--- src/rtl/jk_excitation_driver_if.sv ---
// Bundles the command handshake and the JK bank excitation/feedback signals of
// jk_excitation_driver. The master side is the counter control logic together
// with the JK bank; the slave side is the excitation driver itself.
interface jk_excitation_driver_if #(
  parameter int WIDTH = 4
);
  logic             cmd_valid;
  logic             cmd_ready;
  logic [1:0]       cmd_op;
  logic [WIDTH-1:0] cmd_data;
  logic [WIDTH-1:0] q_fb;
  logic [WIDTH-1:0] j;
  logic [WIDTH-1:0] k;
  logic [WIDTH-1:0] count;
  logic             wrap;
  logic             load_err;
  logic             mismatch;
  logic             err_clr;

  modport master (
    output cmd_valid, cmd_op, cmd_data, q_fb, err_clr,
    input  cmd_ready, j, k, count, wrap, load_err, mismatch
  );

  modport slave (
    input  cmd_valid, cmd_op, cmd_data, q_fb, err_clr,
    output cmd_ready, j, k, count, wrap, load_err, mismatch
  );
endinterface

--- src/rtl/jk_excitation_driver.sv ---
// jk_excitation_driver: turns hold/up/down/load commands into registered J/K
// excitation for an external bank of WIDTH JK flops, keeps a shadow copy of the
// bank state and checks the bank's Q feedback after every step.
// Each command takes three cycles: IDLE (accept) -> DRIVE (bank moves) -> CHECK.
// Optional build macro JK_TOGGLE_EN: changing bits are driven with J=K=1 (toggle)
// instead of the default set/reset coding.
module jk_excitation_driver #(
  parameter int WIDTH   = 4,
  parameter int MODULUS = 16
) (
  input  logic                    clock,
  input  logic                    reset,
  jk_excitation_driver_if.slave   bus
);

  localparam logic [WIDTH-1:0] MAX_VAL = WIDTH'(MODULUS - 1);
  localparam logic [WIDTH:0]   MOD_EXT = (WIDTH + 1)'(MODULUS);

  typedef enum logic [1:0] {
    ST_IDLE  = 2'd0,
    ST_DRIVE = 2'd1,
    ST_CHECK = 2'd2
  } state_t;

  state_t           state_q, state_d;
  logic [WIDTH-1:0] count_q, count_d;
  logic [WIDTH-1:0] target_q, target_d;
  logic [WIDTH-1:0] j_q, j_d;
  logic [WIDTH-1:0] k_q, k_d;
  logic             wrap_pend_q, wrap_pend_d;
  logic             load_err_q, load_err_d;
  logic             mismatch_q, mismatch_d;

  logic             accept;
  logic             fb_ok;
  logic [WIDTH-1:0] next_val;
  logic             next_wrap;
  logic             load_bad;
  logic [WIDTH-1:0] exc_j;
  logic [WIDTH-1:0] exc_k;

  assign accept = bus.cmd_valid && (state_q == ST_IDLE);
  assign fb_ok  = (bus.q_fb == target_q);

  // Next counter value for the offered command; an out-of-range load degrades to hold.
  always_comb begin
    next_val  = count_q;
    next_wrap = 1'b0;
    load_bad  = 1'b0;
    case (bus.cmd_op)
      2'b01: begin
        if (count_q == MAX_VAL) begin
          next_val  = '0;
          next_wrap = 1'b1;
        end else begin
          next_val  = count_q + 1'b1;
        end
      end
      2'b10: begin
        if (count_q == '0) begin
          next_val  = MAX_VAL;
          next_wrap = 1'b1;
        end else begin
          next_val  = count_q - 1'b1;
        end
      end
      2'b11: begin
        if ({1'b0, bus.cmd_data} >= MOD_EXT) begin
          load_bad = 1'b1;
        end else begin
          next_val = bus.cmd_data;
        end
      end
      default: next_val = count_q;
    endcase
  end

  // Per-bit excitation moving the bank from count_q to next_val.
  for (genvar gi = 0; gi < WIDTH; gi++) begin : g_exc
`ifdef JK_TOGGLE_EN
    assign exc_j[gi] = count_q[gi] ^ next_val[gi];
    assign exc_k[gi] = count_q[gi] ^ next_val[gi];
`else
    assign exc_j[gi] = ~count_q[gi] &  next_val[gi];
    assign exc_k[gi] =  count_q[gi] & ~next_val[gi];
`endif
  end

  // Next-state logic: command accept, single drive cycle, feedback check and resync.
  always_comb begin
    state_d     = state_q;
    count_d     = count_q;
    target_d    = target_q;
    j_d         = '0;
    k_d         = '0;
    wrap_pend_d = wrap_pend_q;
    load_err_d  = 1'b0;
    mismatch_d  = mismatch_q & ~bus.err_clr;
    case (state_q)
      ST_IDLE: begin
        if (accept) begin
          target_d    = next_val;
          wrap_pend_d = next_wrap;
          load_err_d  = load_bad;
          j_d         = exc_j;
          k_d         = exc_k;
          state_d     = ST_DRIVE;
        end
      end
      ST_DRIVE: begin
        state_d = ST_CHECK;
      end
      ST_CHECK: begin
        state_d = ST_IDLE;
        if (fb_ok) begin
          count_d = target_q;
        end else begin
          count_d    = bus.q_fb;
          mismatch_d = 1'b1;
        end
      end
      default: state_d = ST_IDLE;
    endcase
  end

  // State and output registers; reset forces j/k low immediately to abort a step.
  always_ff @(posedge clock or negedge reset) begin
    if (!reset) begin
      state_q     <= ST_IDLE;
      count_q     <= '0;
      target_q    <= '0;
      j_q         <= '0;
      k_q         <= '0;
      wrap_pend_q <= 1'b0;
      load_err_q  <= 1'b0;
      mismatch_q  <= 1'b0;
    end else begin
      state_q     <= state_d;
      count_q     <= count_d;
      target_q    <= target_d;
      j_q         <= j_d;
      k_q         <= k_d;
      wrap_pend_q <= wrap_pend_d;
      load_err_q  <= load_err_d;
      mismatch_q  <= mismatch_d;
    end
  end

  assign bus.cmd_ready = (state_q == ST_IDLE);
  assign bus.j         = j_q;
  assign bus.k         = k_q;
  assign bus.count     = count_q;
  assign bus.load_err  = load_err_q;
  // A failing check is visible in CHECK itself and stays sticky afterwards.
  assign bus.mismatch  = mismatch_q | ((state_q == ST_CHECK) & ~fb_ok);
  assign bus.wrap      = (state_q == ST_CHECK) & wrap_pend_q & fb_ok;

endmodule
--- src/flat_wrapper.sv ---
// flat-port wrapper written by rule: the top's interface ports become plain ports
module jk_excitation_driver_flat 
#(
  parameter int WIDTH   = 4,
  parameter int MODULUS = 16
)
  (clock, reset, bus_cmd_valid, bus_cmd_op, bus_cmd_data, bus_q_fb, bus_err_clr, bus_cmd_ready, bus_j, bus_k, bus_count, bus_wrap, bus_load_err, bus_mismatch);
  jk_excitation_driver_if #(.WIDTH(WIDTH)) bus_i ();
  input  logic clock;
  input  logic reset;
  input wire logic [$bits(bus_i.cmd_valid)-1:0] bus_cmd_valid;
  input wire logic [$bits(bus_i.cmd_op)-1:0] bus_cmd_op;
  input wire logic [$bits(bus_i.cmd_data)-1:0] bus_cmd_data;
  input wire logic [$bits(bus_i.q_fb)-1:0] bus_q_fb;
  input wire logic [$bits(bus_i.err_clr)-1:0] bus_err_clr;
  output wire logic [$bits(bus_i.cmd_ready)-1:0] bus_cmd_ready;
  output wire logic [$bits(bus_i.j)-1:0] bus_j;
  output wire logic [$bits(bus_i.k)-1:0] bus_k;
  output wire logic [$bits(bus_i.count)-1:0] bus_count;
  output wire logic [$bits(bus_i.wrap)-1:0] bus_wrap;
  output wire logic [$bits(bus_i.load_err)-1:0] bus_load_err;
  output wire logic [$bits(bus_i.mismatch)-1:0] bus_mismatch;
  assign bus_i.cmd_valid = bus_cmd_valid;
  assign bus_i.cmd_op = bus_cmd_op;
  assign bus_i.cmd_data = bus_cmd_data;
  assign bus_i.q_fb = bus_q_fb;
  assign bus_i.err_clr = bus_err_clr;
  assign bus_cmd_ready = bus_i.cmd_ready;
  assign bus_j = bus_i.j;
  assign bus_k = bus_i.k;
  assign bus_count = bus_i.count;
  assign bus_wrap = bus_i.wrap;
  assign bus_load_err = bus_i.load_err;
  assign bus_mismatch = bus_i.mismatch;
  jk_excitation_driver #(.WIDTH(WIDTH), .MODULUS(MODULUS)) u_core (.clock(clock), .reset(reset), .bus(bus_i));
endmodule
--- config.mk ---
export PLATFORM = sky130hd
export DESIGN_NAME = jk_excitation_driver_flat
export DESIGN_NICKNAME = d
export VERILOG_FILES = /design/src/rtl/jk_excitation_driver_if.sv /design/src/rtl/jk_excitation_driver.sv /design/src/flat_wrapper.sv
export SDC_FILE = /design/constraint.sdc
export NUM_CORES = 1
export LEC_CHECK = 0
export ABC_AREA = 1
export BUFFER_PORTS_ARGS = -buffer_cell sky130_fd_sc_hd__buf_2
export CAP_MARGIN = 0
export CORE_ASPECT_RATIO = 0.7
export CORE_UTILIZATION = 55
export CTS_CLUSTER_DIAMETER = 120
export DETAILED_ROUTE_END_ITERATION = 8
export PLACE_DENSITY_LB_ADDON = 0.15
export SYNTH_ARGS = -nofsm -noshare
export SYNTH_HDL_FRONTEND = slang
export SYNTH_SLANG_ARGS = --single-unit
--- constraint.sdc ---
create_clock -name clock -period 2 [get_ports clock]
set_input_delay 0.3 -clock clock [delete_from_list [all_inputs] [get_ports clock]]
set_output_delay 0.3 -clock clock [all_outputs]
set_load 0.005 [all_outputs]
-- After elaboration in Yosys (flattened, before gate mapping)
Index checks and enable logic that the tools add are counted.
- register bits: 20
- bits of input ports: 14
- output and inout bits: 16
- logic and storage cells: 59
- add/subtract/negate cells: 2
- eq/ne operators: 8
- muxes and demuxes: 15
- bitwise logic cells: 23
- reduce and logical (&&, ||, !) cells: 4
- operators with widths (cell ; count):
    4-bit two-way mux ; 7
    1-bit bitwise AND ; 12
    4-bit case mux with 3 select lines ; 1
    1-bit inverter ; 10
    2-bit == test, second input constant ; 3
    4-bit by 1-bit adder with 4-bit output, second input constant ; 1
    2-bit by 1-bit == test with 1-bit output, second input constant ; 2
    4-bit == test ; 1
    4-bit == test, second input constant ; 1
    4-bit logical NOT ; 1
    1-bit two-way mux ; 4
    2-bit case mux with 2 select lines ; 1
    4-bit by 1-bit subtractor with 4-bit output, second input constant ; 1
    2-bit logical NOT ; 1
    2-bit two-way mux ; 1
    2-bit by 1-bit != test with 1-bit output, second input constant ; 1
    1-bit case mux with 2 select lines ; 1
    2-bit AND reduction ; 1
    1-bit logical AND ; 1
    1-bit OR ; 1

-- Depth between registers and ports, before layout
Gate-level depths: netlist of the first run.
- depth after elaboration: 7
- mapped depth: 10
- gate-level depth less buffers: 10

-- Least setup slack after synthesis of the first run
Ideal clock, no wire load.
- path kind: flip-flop to flip-flop
- start: register u_core.count_q[0], in the netlist u_core.bus.count[0]
- end: register u_core.target_q[2]
- library setup time: 118 ps
- arrival: 1217 ps
- path slack: 665 ps
- stages on the path, launching flop included: 9
- buffers on the path: 0
- path through: dfrtp_1 -> inv_2 -> ha_1 -> inv_1 -> nor2_2 -> o21ai_1 -> o211ai_1 -> nand2_1 -> nand2_1
- longest elaborated chain between the ends: 3
- RTL lines (what ; line ; RTL):
    start: declaration ; jk_excitation_driver.sv:26 ; logic [WIDTH-1:0] count_q, count_d;
    start signal: assignment ; jk_excitation_driver.sv:139 ; count_q <= count_d;
    4-bit by 1-bit subtractor with 4-bit output (tied with other cells) ; jk_excitation_driver.sv:64 ; next_val = count_q - 1'b1;
    4-bit two-way mux, on equally long branches ; jk_excitation_driver.sv:60, jk_excitation_driver.sv:52 ;
    4-bit case mux with 3 select lines (*) ; jk_excitation_driver.sv:50 ; case (bus.cmd_op)
    end signal: assignment ; jk_excitation_driver.sv:140 ; target_q <= target_d;
    end: declaration ; jk_excitation_driver.sv:27 ; logic [WIDTH-1:0] target_q, target_d;
Every way passes the cells marked *; elsewhere a longest branch is shown, timed or not.
A chain may end at the register's enable or synchronous reset.

-- Worst setup path after layout of the first run
- start: register u_core.target_q[1]
- end: output bus_wrap
- longest elaborated chain between the ends: 2
- RTL lines (what ; line ; RTL):
    4-bit == test ; jk_excitation_driver.sv:43 ; assign fb_ok = (bus.q_fb == target_q);
    1-bit bitwise AND ; jk_excitation_driver.sv:156 ; assign bus.wrap = (state_q == ST_CHECK) & wrap_pend_q & fb_ok;
    end: declaration ; flat_wrapper.sv:20 ; output wire logic [$bits(bus_i.wrap)-1:0] bus_wrap;
No other way between the ends.

==> results.sh, run 1 <==
export IMPL_fraction_of_layout_instances_using_a_drive_strength_above_1_pct=32.5
export IMPL_hpwl_um=1660
export IMPL_power_switching_share_pct=36.5
export IMPL_max_freq_mhz=578
export IMPL_final_setup_viol_count=0
export IMPL_post_cts_hold_buffer_count=1
export IMPL_seq_area_frac_synth_pct=45.5
export IMPL_layout_area_overhead_vs_synth_pct=18.2
export IMPL_syn_inst_count=127
export IMPL_syn_mean_instance_area_um2=8.66
export IMPL_vias=940
export IMPL_clk_root_buffer_cell="clkbuf_4"
export IMPL_grt_start_max_net_pins=21
export IMPL_power_per_cell_area_nw_per_um2=1080
export IMPL_grt_pass1_vias=827
export IMPL_cells_after_dpl=174
export IMPL_clk_insertion_delay_late_ps=300
export IMPL_place_port_buffers=28
export IMPL_setup_total_negative_slack_ps=0
export IMPL_die_width_um=55.4
export IMPL_fp_row_count=13
export IMPL_initial_antenna_violation_count=0
export IMPL_drt_wl_total_um=2240
export IMPL_antenna_cells_inserted=0
export IMPL_die_height_um=39.4
export IMPL_synthDistinctLibCells=25
export IMPL_proportion_of_power_drawn_by_combinational_gates_pct=33.6
export IMPL_design_final_nets=178
export IMPL_routabilityCongestion=0.855
export IMPL_sequentialPowerShare_pct=43.1
export IMPL_drc=0
export IMPL_antenna_left=0
export IMPL_outcome="finished, final reports clean"
export IMPL_core_um2=1870
export IMPL_period_needed_ps=1730
export IMPL_power_leakage_nw=0.700
export IMPL_routedWlPerCell_um=12.5
export IMPL_cp_arrival_ps=1430
export IMPL_cts_buffers=3
export IMPL_tritoncts_num_sinks=20
export IMPL_setup_worst_path_end_class="output port"
export IMPL_floorplan_initialDensity_pct=58.8
export IMPL_grt_overflow=0
export IMPL_layout_worst_path_cycle_share_pct=86.5
export IMPL_grt_pass1_wl_um=3510
export IMPL_post_synth_instance_area_um2=1100
export IMPL_setup_repair_after_global_routing_missed_its_margin="no"
export IMPL_ir_worst_vdd_v=0.000805
export IMPL_clockPowerShare_pct=23.3
export IMPL_worst_clock_skew_ps=6.88
export IMPL_final_hold_violation_count=0
export IMPL_postSynthRegisterBits=20
export IMPL_critical_path_startpoint_type="flip-flop"
export IMPL_die_area_um2=2190
export IMPL_finish_cell_count_without_fillers=179
export IMPL_clkTransAtPathRegs_ps=110
export IMPL_post_cts_resized=0
export IMPL_io_pin_count=30
export IMPL_cts_tree="built"
export IMPL_slew_violations=0
export IMPL_yosys_warnings=0
export IMPL_num_fill_cells=157
export IMPL_detailed_route_vias_per_instance=5.25
export IMPL_cts_setup_buffers=0
export IMPL_htree_levels=1
export IMPL_total_internal_power_mw=0.888
export IMPL_worst_setup_path_type="flip-flop to output port"
export IMPL_hp_class="input port to flip-flop"
export IMPL_worstPathMaxFanout=2
export IMPL_gr_usage_all_layers_pct=22.1
export IMPL_drt_pre_antenna_iters=4
export IMPL_switchingPower_mw=0.510
export IMPL_drt_initial_drc_count=30
export IMPL_clk_path_buf_depth=2
export IMPL_synthesis_nets=147
export IMPL_worstPathRequired_ps=1700
export IMPL_cap_violations=0
[critical path, cell delays in order (launching register included)]
cell	delay (ps)
dfrtp_1	400
xnor2_1	230
nand4_1	180
nor3_1	170
buf_2	140
[through the flow]
| step | instance area [um2] | hold WS (ps) | setup WS, ps | power [mW] | utilization [%] |
|---|---|---|---|---|---|
| floorplan | 1100 | 4.41 | 665 | 0.938 | - |
| global placement | 1240 | 261 | 478 | 1.06 | 66.2 |
| detailed placement | 1240 | 274 | 483 | 1.08 | 66.2 |
| CTS | 1300 | 159 | 256 | 1.40 | 69.5 |
| global route | 1300 | 143 | 224 | 1.49 | 69.5 |
| finish | 1300 | 159 | 270 | 1.40 | 69.5 |
[power groups by stage]
stage               Clock (mW)  Sequential [mW]  Combinational, mW
detailed placement           0            0.608              0.468
global route             0.346            0.613              0.532
CTS                      0.330            0.600              0.474
finish                   0.325            0.602              0.470
global placement             0            0.603              0.461
floorplan                    0            0.576              0.362
[sequential cells by signal, indices dropped and copies added (netlist names)]
register,count
u_core.mismatch_q,1
u_core.bus.j,4
u_core.bus.count,4
u_core.state_q,2
u_core.target_q,4
u_core.wrap_pend_q,1
u_core.bus.k,4
[cells in the final DEF (no fill, tap or decap), types with 2 or more instances in the layout]
cell      instances
nand2_1          29
buf_2            28
dfrtp_1          20
inv_1            13
nor2_1            7
o21ai_0           7
ha_1              6
nand2_2           5
nand3_1           5
nor2_2            4
xnor2_1           4
a21oi_1           3
o211ai_1          3
nor3_1            3
a21oi_2           3
clkbuf_4          3
inv_2             2
nand3_2           2
nand4_1           2
[cell families after synthesis]
kind of cell | synth area share, %
buf+inv | 8.42
xor+xnor | 3.19
fa+ha+maj | 6.83
other cells | 0.341
flops | 45.5
simple gates | 24.9
compound gates | 10.8
[path summary, 6_finish.rpt]
check / endpoint / slack [ps] / from / cells past startpoint
setup / recovery: bus_wrap / 270 / u_core.target_q[1]$_DFFE_PN0P_ / 4
hold / removal: u_core.mismatch_q$_DFF_PN0_ / 160 / bus_err_clr / 2
setup reg to reg: u_core.bus.j[1]$_DFF_PN0_ / 450 / u_core.bus.count[0]$_DFFE_PN0P_ / 5
hold reg to reg: u_core.state_q[1]$_DFFE_PN0P_ / 480 / u_core.state_q[1]$_DFFE_PN0P_ / 1
max in group asynchronous: u_core.bus.k[1]$_DFF_PN0_ / 1230 / reset / 2
min in group asynchronous: u_core.bus.count[2]$_DFFE_PN0P_ / 470 / reset / 2
[layer usage]
metal	vias up	GRT usage, %	part of all wire [%]
li1	466	-	-
met1	435	27.6	48
met2	32	37.7	45
met3	7	6.27	6.1
met4	0	8.13	1.5
met5	-	0	0
[synthesized netlist by cell type]
| master | number | area, um2 |
|---|---|---|
| a21oi_2 | 3 | 26.3 |
| nor2_1 | 7 | 26.3 |
| ha_1 | 6 | 75.1 |
| conb_1 | 1 | 3.75 |
| o21ai_0 | 7 | 35.0 |
| nor3_2 | 1 | 10.0 |
| inv_4 | 1 | 6.26 |
| o21ai_2 | 1 | 8.76 |
| nand2_1 | 29 | 109 |
| nor2_2 | 4 | 25.0 |
| xnor2_1 | 4 | 35.0 |
| nand3_2 | 2 | 20.0 |
| dfrtp_1 | 20 | 500 |
| inv_2 | 2 | 7.51 |
| inv_1 | 13 | 48.8 |
| nor3_1 | 3 | 15.0 |
| o211ai_1 | 3 | 22.5 |
| a21oi_1 | 3 | 15.0 |
| nand2_2 | 5 | 31.3 |
| o21ai_1 | 1 | 5.00 |
| nand3_1 | 5 | 25.0 |
| buf_6 | 2 | 22.5 |
| buf_4 | 1 | 7.51 |
| a31oi_1 | 1 | 6.26 |
| nand4_1 | 2 | 12.5 |
[area by class of cell]
type                            instances  area (um2)  share of cell area (%)
Multi-Input combinational cell         88         507                    39.0
Sequential cell                        20         500                    38.5
Timing Repair Buffer                   29         150                    11.5
Inverter                               16        62.6                    4.81
Clock inverter                          1        30.0                    2.31
Tap cell                               22        27.5                    2.12
Clock buffer                            3        22.5                    1.73
(Power assumes the default switching activity.)
==> inputs of run 2 (changes only) <==
Settings changed: GPL_TIMING_DRIVEN from default to 0, RECOVER_POWER from default to 100.
==> run 2 against run 1 <==
Against the previous run: sequential power fell by 4.5%; sequential share of layout area fell by 0.29 points; total power grew 1.7%; sequential cell count did not move; non-clock buffer count up 3; critical path depth unchanged; clock power grew 2%; via count grew 1.3%; clock skew barely moved; setup slack got worse by 97 ps; highest routed layer unchanged.
==> results.sh, run 2 (same netlist as run 1, synthesis figures left out) <==
export IMPL_setup_repair_after_global_routing_missed_its_margin="no"
export IMPL_drt_wl_total_um=2300
export IMPL_initial_antenna_violation_count=0
export IMPL_grt_overflow=0
export IMPL_hp_class="input port to flip-flop"
export IMPL_power_per_cell_area_nw_per_um2=1090
export IMPL_cts_buffers=3
export IMPL_critical_path_n_buffers_inverters=1
export IMPL_clk_path_buf_depth=2
export IMPL_sequential_cell_area_um2=500
export IMPL_grt_pass1_vias=872
export IMPL_worstPathRequired_ps=1700
export IMPL_core_um2=1870
export IMPL_htree_levels=1
export IMPL_slowest_cell_on_the_critical_path="dfrtp_1"
export IMPL_floorplan_initialDensity_pct=58.8
export IMPL_worst_slew_pin_slew_ps=1070
export IMPL_layout_cells_most_common_list="nand2_1 (30), buf_2 (22), dfrtp_1 (20), inv_1 (14), nor2_1 (9)"
export IMPL_slew_violations=0
export IMPL_fraction_of_layout_instances_using_a_drive_strength_above_1_pct=26.9
export IMPL_cp_cell_sequence="xnor2_1 -> nand4_1 -> nor3_1 -> clkbuf_1"
export IMPL_drc=0
export IMPL_cp_arrival_ps=1530
export IMPL_design_final_nets=181
export IMPL_cap_violations=0
export IMPL_period_needed_ps=1830
export IMPL_num_fill_cells=154
export IMPL_fp_row_count=13
export IMPL_layout_worst_path_cycle_share_pct=91.4
export IMPL_clk_insertion_delay_late_ps=310
export IMPL_worst_setup_path_type="flip-flop to output port"
export IMPL_tritoncts_num_sinks=20
export IMPL_cts_tree="built"
export IMPL_power_leakage_nw=0.691
export IMPL_routabilityCongestion=0.840
export IMPL_antenna_cells_inserted=0
export IMPL_critical_path_startpoint_type="flip-flop"
export IMPL_reg2reg_depth=8
export IMPL_crit_family="simple AND/OR/NAND/NOR gates"
export IMPL_max_freq_mhz=547
export IMPL_clk_root_buffer_cell="clkbuf_4"
export IMPL_place_port_buffers=28
export IMPL_die_width_um=55.4
export IMPL_grt_pass1_wl_um=3770
export IMPL_drt_initial_drc_count=38
export IMPL_final_hold_violation_count=0
export IMPL_layout_cells_most_common="nand2_1"
export IMPL_ir_worst_vdd_v=0.000805
export IMPL_routedWlPerCell_um=12.6
export IMPL_layout_area_overhead_vs_synth_pct=19.1
export IMPL_gr_usage_all_layers_pct=24.0
export IMPL_worst_clock_skew_ps=6.47
export IMPL_die_height_um=39.4
export IMPL_io_pin_count=30
export IMPL_outcome="finished, final reports clean"
export IMPL_max_slew_margin_vs_limit_pct=28.7
export IMPL_final_setup_viol_count=0
export IMPL_setup_total_negative_slack_ps=0
export IMPL_finish_cell_count_without_fillers=182
export IMPL_final_setup_worst_slack_ps=172
export IMPL_place_ws_ps=502
export IMPL_grt_start_max_net_pins=21
export IMPL_cells_after_dpl=177
export IMPL_critical_path_max_stage_delay_ps=410
export IMPL_cts_setup_buffers=0
export IMPL_worstPathMaxFanout=2
export IMPL_clkTransAtPathRegs_ps=120
export IMPL_antenna_left=0
export IMPL_multiInputGateArea_um2=494
export IMPL_post_cts_resized=0
export IMPL_worst_path_stages=4
export IMPL_setup_worst_path_end_class="output port"
export IMPL_die_area_um2=2190
export IMPL_postLayoutCoreUtil_pct=70.0
export IMPL_hpwl_um=1700
export IMPL_drt_pre_antenna_iters=4
export IMPL_hold_depth=2
export IMPL_detailed_route_vias_per_instance=5.23
export IMPL_vias=952
run 2: metrics by stage:
step | hold slack (ps) | total power [mW] | area, um2
finish | 159 | 1.42 | 1310
global route | 145 | 1.52 | 1310
CTS | 156 | 1.44 | 1330
detailed placement | 273 | 1.11 | 1270
global placement | 268 | 1.08 | 1270
floorplan | 4.41 | 0.938 | 1100
run 2: worst reg2reg max path, delay by kind of cell, from the launching register on:
family,cells,cell delay [ps]
buffers and inverters,2,300
AO/OA/AOI/OAI,2,270
AND/OR/NAND/NOR,3,360
adder cells (fa/ha/maj),1,260
flip-flops,1,470
run 2: final timing paths:
kind                                                 startpoint                             end  slack (ps)
worst max-delay path             u_core.target_q[1]$_DFFE_PN0P_                        bus_wrap         170
max in group asynchronous                                 reset       u_core.bus.k[1]$_DFF_PN0_         670
min in group asynchronous                                 reset  u_core.target_q[2]$_DFFE_PN0P_         680
worst min-delay path                                bus_err_clr     u_core.mismatch_q$_DFF_PN0_         160
worst min register to register    u_core.state_q[1]$_DFFE_PN0P_   u_core.state_q[1]$_DFFE_PN0P_         470
worst max register to register  u_core.bus.count[0]$_DFFE_PN0P_       u_core.bus.j[2]$_DFF_PN0_         270
run 2: routing by layer:
metal | up-vias | track usage (%) | part of all wire [%]
met1 | 441 | 27.9 | 47
li1 | 470 | - | -
met2 | 36 | 43.1 | 45
met5 | - | 0 | 0
met4 | 0 | 9.38 | 1.5
met3 | 5 | 7.26 | 6.5
run 2: power breakdown:
| group | internal (mW) | switching [mW] | total (mW) |
|---|---|---|---|
| combinational | 0.207 | 0.306 | 0.513 |
| sequential | 0.492 | 0.0835 | 0.575 |
| clock | 0.203 | 0.131 | 0.333 |
run 2: cell type report:
class | instances | share of cell area [%]
Sequential cell | 20 | 38.2
Clock buffer | 3 | 1.72
Tap cell | 22 | 2.10
Inverter | 16 | 4.78
Multi-Input combinational cell | 88 | 37.7
Clock inverter | 1 | 2.29
Buffer | 3 | 2.29
Timing Repair Buffer | 29 | 10.9
run 2: repair_timing:
action                                  CTS  global route
hold buffers                              1             0
hold endpoints to repair                 20             0
endpoints found under the setup margin    0             0
==> inputs of run 3 (changes only) <==
Settings changed: RECOVER_POWER 100 to 50.
==> run 3 against run 2 <==
Against the previous run: global-route usage stayed put; cell count stayed put; sequential power hardly changed; critical path depth stayed put; core utilization is 0.87 points higher; critical endpoint unchanged; largest cell class is now multi-input gates; largest power group unchanged.
==> results.sh, run 3 (same netlist as run 1, synthesis figures left out) <==
export IMPL_routedWlPerCell_um=12.8
export IMPL_max_freq_mhz=549
export IMPL_worstPathRequired_ps=1700
export IMPL_power_leakage_nw=0.715
export IMPL_worst_slew_pin_slew_ps=1060
export IMPL_r2r_slack_ps=440
export IMPL_cts_buffers=3
export IMPL_critical_path_startpoint_type="flip-flop"
export IMPL_clkTransAtPathRegs_ps=120
export IMPL_layout_cells_most_common_list="nand2_1 (29), buf_2 (27), dfrtp_1 (20), inv_1 (13), nor2_1 (8)"
export IMPL_tritoncts_num_sinks=20
export IMPL_io_pin_count=30
export IMPL_outcome="finished, final reports clean"
export IMPL_drt_initial_drc_count=25
export IMPL_die_height_um=39.4
export IMPL_antenna_left=0
export IMPL_hpwl_um=1700
export IMPL_power_per_cell_area_nw_per_um2=1090
export IMPL_worstPathMaxFanout=2
export IMPL_routabilityCongestion=0.840
export IMPL_core_um2=1870
export IMPL_worst_clock_skew_ps=7.70
export IMPL_cts_tree="built"
export IMPL_drt_pre_antenna_iters=4
export IMPL_switchingPower_mw=0.530
export IMPL_die_width_um=55.4
export IMPL_total_internal_power_mw=0.909
export IMPL_worst_setup_path_type="flip-flop to output port"
export IMPL_postLayoutCoreUtil_pct=70.9
export IMPL_ir_worst_vdd_v=0.000820
export IMPL_hold_depth=2
export IMPL_final_setup_worst_slack_ps=179
export IMPL_period_needed_ps=1820
export IMPL_cap_violations=0
export IMPL_max_slew_margin_vs_limit_pct=29.3
export IMPL_place_ws_ps=502
export IMPL_layout_worst_path_cycle_share_pct=91.1
export IMPL_layout_area_overhead_vs_synth_pct=20.6
export IMPL_antenna_cells_inserted=0
export IMPL_power_switching_share_pct=36.8
export IMPL_final_hold_violation_count=0
export IMPL_clk_root_buffer_cell="clkbuf_4"
export IMPL_grt_overflow=0
export IMPL_min_delay_worst_endpoint="u_core.mismatch_q$_DFF_PN0_"
export IMPL_post_cts_resized=0
export IMPL_worst_r2r_endpoint="u_core.bus.j[2]$_DFF_PN0_"
export IMPL_timing_hold_worst_start="bus_err_clr"
export IMPL_die_area_um2=2190
export IMPL_clk_path_buf_depth=2
export IMPL_htree_levels=1
export IMPL_initial_antenna_violation_count=0
export IMPL_setup_total_negative_slack_ps=0
export IMPL_grt_pass1_vias=872
export IMPL_fin_worst_hold_slack_ps=158
export IMPL_drt_wl_total_um=2330
export IMPL_grt_start_max_net_pins=21
export IMPL_design_final_nets=181
export IMPL_reg2reg_depth=8
export IMPL_fraction_of_layout_instances_using_a_drive_strength_above_1_pct=32.5
export IMPL_final_setup_viol_count=0
export IMPL_sequentialPowerShare_pct=40.1
export IMPL_drc=0
export IMPL_gr_usage_all_layers_pct=24.0
export IMPL_floorplan_initialDensity_pct=58.8
export IMPL_setup_repair_after_global_routing_missed_its_margin="no"
export IMPL_proportion_of_power_drawn_by_combinational_gates_pct=36.7
export IMPL_layout_cells_most_common="nand2_1"
export IMPL_cp_arrival_ps=1520
export IMPL_hp_class="input port to flip-flop"
export IMPL_grt_pass1_wl_um=3770
export IMPL_slew_violations=0
export IMPL_cts_setup_buffers=0
export IMPL_detailed_route_vias_per_instance=5.27
export IMPL_fp_row_count=13
export IMPL_setup_worst_path_end_class="output port"
export IMPL_vias=959
export IMPL_clockPowerShare_pct=23.2
export IMPL_place_port_buffers=28
export IMPL_r2r_start="u_core.bus.count[0]$_DFFE_PN0P_"
export IMPL_clk_insertion_delay_late_ps=310
run 3: final cells by class:
type                            count  area [um2]
Sequential cell                    20         500
Fill cell                         148         544
Inverter                           16        62.6
Multi-Input combinational cell     88         504
Buffer                              3        30.0
Clock inverter                      1        30.0
Clock buffer                        3        22.5
Tap cell                           22        27.5
Timing Repair Buffer               29         149
run 3: critical path, cell delays in order (launching register included):
cell and delay [ps]:
dfrtp_1 410, xnor2_1 250, nand4_1 200, nor3_1 200, buf_2 150
run 3: per-stage QoR:
step,power (mW),instances,cell area [um2]
after floorplan,0.938,127,1100
after global placement,1.08,177,1270
after detailed placement,1.11,177,1270
after CTS,1.44,182,1330
after global routing,1.53,182,1330
final,1.44,182,1330
run 3: worst max path at each step:
| stage | start | to | slack (ps) | cells after the start |
|---|---|---|---|---|
| after global routing | u_core.target_q[1]$_DFFE_PN0P_ | bus_wrap | 90 | 4 |
| after CTS | u_core.target_q[1]$_DFFE_PN0P_ | bus_wrap | 190 | 4 |
| after global placement | u_core.bus.count[0]$_DFFE_PN0P_ | u_core.bus.j[2]$_DFF_PN0_ | 540 | 8 |
| after detailed placement | u_core.bus.count[0]$_DFFE_PN0P_ | u_core.bus.j[2]$_DFF_PN0_ | 500 | 8 |
| final | u_core.target_q[1]$_DFFE_PN0P_ | bus_wrap | 180 | 4 |
| after floorplan | u_core.bus.count[0]$_DFFE_PN0P_ | u_core.target_q[2]$_DFFE_PN0P_ | 670 | 8 |
run 3: timing repair:
item,in CTS,in global routing
endpoints found under the hold margin,20,0
setup endpoints to repair,0,0
hold buffers,1,0
run 3: power by group through the flow:
| stage | Clock (mW) | Sequential (mW) | Combinational [mW] |
|---|---|---|---|
| 5_1_grt | 0.357 | 0.588 | 0.587 |
| 3_3_place_gp | 0 | 0.580 | 0.502 |
| 3_5_place_dp | 0 | 0.584 | 0.521 |
| 4_1_cts | 0.339 | 0.577 | 0.525 |
| 6_report | 0.334 | 0.577 | 0.529 |
| 2_1_floorplan | 0 | 0.576 | 0.362 |
run 3: layer usage:
layer | GRT usage, % | share of wire (%) | vias to the layer above
met2 | 43.1 | 45 | 37
met3 | 7.26 | 6.8 | 5
met5 | 0 | 0 | -
met4 | 9.38 | 1.4 | 0
li1 | - | - | 472
met1 | 27.9 | 46 | 445
